$ cat config.mk
export PLATFORM = sky130hd
export DESIGN_NAME = sipo_frame_ctrl
export DESIGN_NICKNAME = d
export VERILOG_FILES = /design/src/rtl/sipo_pkg.sv /design/src/rtl/shift_reg_sipo.sv /design/src/rtl/sipo_frame_ctrl.sv
export SDC_FILE = /design/constraint.sdc
export NUM_CORES = 1
export LEC_CHECK = 0
export BUFFER_PORTS_ARGS = -buffer_cell sky130_fd_sc_hd__buf_2
export CAP_MARGIN = 40
export CORE_MARGIN = 2
export CORE_UTILIZATION = 47
export CTS_BUF_LIST = sky130_fd_sc_hd__clkbuf_4 sky130_fd_sc_hd__clkbuf_8 sky130_fd_sc_hd__clkbuf_16
export CTS_CLUSTER_DIAMETER = 100
export CTS_CLUSTER_SIZE = 12
export DETAILED_ROUTE_END_ITERATION = 8
export GPL_TIMING_DRIVEN = 1
export PLACE_DENSITY_LB_ADDON = 0.12
export SYNTH_ARGS = -nofsm -noshare
export SYNTH_HDL_FRONTEND = slang
export SYNTH_SLANG_ARGS = --single-unit
$ cat constraint.sdc
create_clock -name clk -period 1.4 [get_ports clk]
set_input_delay 0.21 -clock clk [delete_from_list [all_inputs] [get_ports clk]]
set_output_delay 0.21 -clock clk [all_outputs]
set_load 0.02 [all_outputs]
$ cat src/rtl/sipo_pkg.sv
// Shared definitions for the serial-in/parallel-out frame capture block:
// controller state encoding and the default frame width.
package sipo_pkg;

  localparam int SIPO_WIDTH = 8;

  typedef enum logic [1:0] {
    ST_IDLE  = 2'd0,
    ST_SHIFT = 2'd1,
    ST_HOLD  = 2'd2
  } sipo_state_e;

endpackage

$ cat src/rtl/shift_reg_sipo.sv
// MSB-first serial-in shift register; holds its contents whenever en is low.
module shift_reg_sipo #(
  parameter int WIDTH = 8
) (
  input  logic             clk,
  input  logic             rst_n,
  input  logic             en,
  input  logic             din,
  output logic [WIDTH-1:0] q,
  output logic             s_dout
);

  logic [WIDTH-1:0] r_sr;

  always_ff @(posedge clk or negedge rst_n) begin
    if (!rst_n) begin
      r_sr <= '0;
    end else if (en) begin
      r_sr <= {r_sr[WIDTH-2:0], din};
    end
  end

  assign q      = r_sr;
  assign s_dout = r_sr[WIDTH-1];

endmodule

$ cat src/rtl/sipo_frame_ctrl.sv
// Frame capture controller: shifts WIDTH serial bits after a start request,
// presents the word with a valid/ready handshake and flags ignored starts.
module sipo_frame_ctrl
  import sipo_pkg::*;
#(
  parameter int WIDTH = SIPO_WIDTH
) (
  input  logic             clk,
  input  logic             rst_n,
  input  logic             start,
  input  logic             din,
  input  logic             p_ready,
  output logic [WIDTH-1:0] p_dout,
  output logic             p_valid,
  output logic             s_dout,
  output logic             busy,
  output logic             overrun
);

  localparam int              CNT_W    = $clog2(WIDTH);
  localparam logic [CNT_W-1:0] CNT_LAST = CNT_W'(WIDTH - 1);

  sipo_state_e      r_state;
  sipo_state_e      w_next_state;
  logic [CNT_W-1:0] r_cnt;
  logic [WIDTH-1:0] r_p_dout;
  logic             r_p_valid;
  logic             r_overrun;
  logic [WIDTH-1:0] w_q;
  logic [WIDTH-1:0] w_word;
  logic             w_en;
  logic             w_last;
  logic             w_accept;
  logic             w_unused_q_msb;

  shift_reg_sipo #(
    .WIDTH (WIDTH)
  ) u_sr (
    .clk    (clk),
    .rst_n  (rst_n),
    .en     (w_en),
    .din    (din),
    .q      (w_q),
    .s_dout (s_dout)
  );

  // The captured word includes the bit arriving on the load edge itself,
  // so it is formed from the register contents plus the live din.
  assign w_word         = {w_q[WIDTH-2:0], din};
  assign w_unused_q_msb = w_q[WIDTH-1];

  assign w_last   = (r_state == ST_SHIFT) && (r_cnt == CNT_LAST);
  assign w_accept = (r_state == ST_HOLD) && r_p_valid && p_ready;

  always_ff @(posedge clk or negedge rst_n) begin
    if (!rst_n) begin
      r_state <= ST_IDLE;
    end else begin
      r_state <= w_next_state;
    end
  end

  always_comb begin
    w_next_state = r_state;
    case (r_state)
      ST_IDLE:  if (start)    w_next_state = ST_SHIFT;
      ST_SHIFT: if (w_last)   w_next_state = ST_HOLD;
      ST_HOLD:  if (w_accept) w_next_state = start ? ST_SHIFT : ST_IDLE;
      default:                w_next_state = ST_IDLE;
    endcase
  end

  always_comb begin
    busy = 1'b0;
    w_en = 1'b0;
    if (r_state == ST_SHIFT) begin
      busy = 1'b1;
      w_en = 1'b1;
    end
  end

  // Counter runs only in SHIFT and is parked at zero elsewhere, so every
  // entry into SHIFT starts from a clean count without wrapping.
  always_ff @(posedge clk or negedge rst_n) begin
    if (!rst_n) begin
      r_cnt <= '0;
    end else if ((r_state == ST_SHIFT) && !w_last) begin
      r_cnt <= r_cnt + 1'b1;
    end else begin
      r_cnt <= '0;
    end
  end

  always_ff @(posedge clk or negedge rst_n) begin
    if (!rst_n) begin
      r_p_dout  <= '0;
      r_p_valid <= 1'b0;
    end else if (w_last) begin
      r_p_dout  <= w_word;
      r_p_valid <= 1'b1;
    end else if (w_accept) begin
      r_p_valid <= 1'b0;
    end
  end

  // Sticky: a start that arrives while a frame is still unconsumed is lost.
  always_ff @(posedge clk or negedge rst_n) begin
    if (!rst_n) begin
      r_overrun <= 1'b0;
    end else if ((r_state == ST_HOLD) && start && !p_ready) begin
      r_overrun <= 1'b1;
    end
  end

  assign p_dout  = r_p_dout;
  assign p_valid = r_p_valid;
  assign overrun = r_overrun;

endmodule

==> impl_metrics.csv <==
group,metric,value,unit
critical_path,worstPathArrival,1.54,ns
logic_synthesis,synth_top_area_share,61.7,%
run,cap_viol_max_count,0,
detailed_routing,avgViaCountPerCell,4.70,
place,place_ws,-0.0145,ns
clocking,htree_levels,1,
final_layout,final_area,1150,µm²
power,p_per_area,2260,nW/µm²
clocking,clock_latency,0.30,ns
logic_synthesis,syn_avg_cell_area,15.8,µm²
status,status,"complete, no violations",
timing,holdWs,0.0997,ns
die,dieArea,2360,µm²
clocking,clock_sinks,23,
logic_synthesis,synth_top_area_cell,"dfrtp_1",
detailed_routing,wire_per_inst,12.8,µm
die,chipWidth,48.5,µm
final_layout,nNetsFinal,94,
timing,layout_min_cycle_time,1.34,ns
critical_path,critPathLaunchType,"flip-flop",
place,gp_congestion,0.748,
clocking,cts_root_buffer,"clkbuf_4",
critical_path,cp_max_fo,9,
grt,grt.total_usage,15.0,%
logic_synthesis,synth_xor_area_share,0,%
final_layout,drive_gt1_share,55.8,%
die,start_util,48.5,%
final_layout,seq_area,576,µm²
clocking,cts_tree,"yes",
detailed_routing,vias,531,
timing,relSlewSlack,67.0,%
timing,worst_pin_slew,0.495,ns
timing,rsz0062_at_grt,"false",
logic_synthesis,yosys_warnings,0,
grt,grt_pass1_vias,595,
logic_synthesis,synth_nets,66,
logic_synthesis,synthCells,59,
timing,skew,0.00152,ns
timing,fmax,744,MHz
detailed_routing,antenna_left,0,
grt,grt_pass1_wl,2640,µm
power,irDropWorstVdd,1.19,mV
logic_synthesis,synth_compound_area_share,4.30,%
die,die_h,48.5,µm
grt,antenna_found_initial,0,
critical_path,worstSetupPathType,"reg -> reg",
final_layout,nFillCells,173,
detailed_routing,firstDrtPassIters,4,
die,io_pins,17,
logic_synthesis,yosysSeqAreaShare,61.7,%
die,coreArea,1920,µm²
timing,setup_slack,0.0555,ns
logic_synthesis,ys_top_cells_by_area,"dfrtp_1 (62%), mux2_4 (13%), mux2_2 (9.7%)",
detailed_routing,drtIter0Drc,2,
logic_synthesis,ys_types,17,
power,p_leak,0.583,nW
place,hpwl,966,µm
timing,finalSetupViolCount,0,
logic_synthesis,synth_top_family_by_area,"multiplexers",
final_layout,fin_cells,113,
logic_synthesis,synthSimpleGateAreaFrac,6.58,%
timing,hold_viol,0,
logic_synthesis,netlist_area,932,µm²
grt,grt_remaining_overflow,0,
final_layout,n_antenna_cell,0,
place,placed_area,1070,µm²
logic_synthesis,ys_ff_latch,23,
logic_synthesis,synth_mux_area_share,22.6,%
critical_path,required,1.60,ns
grt,grt_max_degree,24,
place,port_buffers,16,
hold_path,hold_path.class,"in -> reg",
logic_synthesis,synth_fa_ha_area_share,2.68,%
clocking,cts.path.max_buffers,2,
die,core.rowCount,16,
critical_path,end_kind,"flip-flop",
timing,slew_violations,0,
final_layout,area_growth,23.8,%
clocking,cts_buffers,3,
place,placedCellCount,105,
detailed_routing,drt-total-wl,1450,µm
clocking,path_clk_slew,0.12,ns
timing,fin_crit_sh,96.0,%
detailed_routing,drcViolationCount,0,
final_layout,multiInputGateArea,344,µm²
==> layer usage <==
layer	track usage, %	routed length, µm
met5	0	0
met3	1.85	40
met1	20.8	721
met2	23.6	678
met4	7.14	8
==> worst max-delay path: stages, from the launching register on <==
cell and delay, ns:
dfrtp_1 0.41, ha_1 0.20, ha_2 0.21, nand2_8 0.12, mux2_4 0.31
==> cells in the final DEF (no fill, tap or decap), types with 2 or more instances in the layout <==
master,n
dfrtp_1,23
buf_2,15
mux2_2,8
mux2_4,8
buf_4,6
clkbuf_4,4
nor3b_1,2
a21oi_1,2
nand2_1,2
inv_1,2
==> per-stage QoR <==
step	power (W)	TNS, ns	util (%)
after global placement	0.00217	0	55.6
after floorplan	0.00187	0	-
after detailed placement	0.00218	-0.0870	55.6
after global routing	0.00281	0	60.0
after CTS	0.00261	0	59.4
final	0.00261	0	60.0
==> Yosys cell counts <==
cell type / instances
o22ai_1: 1
a21bo_2: 1
nor2_1: 1
nand2_1: 2
o21ai_0: 1
mux2_4: 8
o41ai_1: 1
dfrtp_1: 23
nand2_8: 1
a21oi_1: 2
clkinv_4: 1
mux2_2: 8
nand2_2: 1
nor3b_1: 2
inv_1: 3
nor4b_1: 1
ha_1: 2
==> state kept, by name (all words and copies together), names as in the netlist <==
register  count
p_dout        8
r_cnt         3
r_state       2
p_valid       1
u_sr.q        8
overrun       1
==> layout make-up <==
class / instances / area share (%)
flip-flops and latches: 23 / 49.9
clock buffers: 4 / 2.60
repair buffers: 23 / 13.0
well taps: 27 / 2.93
multi-input cells: 32 / 29.8
inverters: 4 / 1.74
==> power breakdown <==
| part | leakage, nW | internal (W) | switching (W) |
|---|---|---|---|
| registers | 0.279 | 0.000958 | 0.000177 |
| logic | 0.285 | 0.000629 | 0.000532 |
| clock network | 0.0184 | 0.000130 | 0.000185 |
==> what timing repair did <==
item                                    in CTS  in global routing
hold endpoints to repair                    23                  0
resized for setup                            2                  2
setup buffers                                2                  1
hold buffers                                 1                  0
endpoints found under the setup margin      10                  9
==> worst paths after layout <==
check	startpoint	depth (start not counted)	to	slack, ns
min in group asynchronous	rst_n	2	r_cnt[2]	0.39
max in group asynchronous	rst_n	2	u_sr.q[4]	0.68
max reg2reg	r_cnt[0]	4	p_dout[7]	0.06
max	r_cnt[0]	4	p_dout[7]	0.06
min reg2reg	overrun	2	overrun	0.47
min	p_ready	2	overrun	0.1
==> cells by family (layout without fill, tap and decap cells) <==
| kind of cell | count (synthesis) | in the layout |
|---|---|---|
| mux | 16 | 16 |
| buf+inv | 4 | 31 |
| flops | 23 | 23 |
| fa+ha+maj | 2 | 2 |
| simple gates | 8 | 8 |
| compound gates | 6 | 6 |
(Power assumes the default switching activity.)
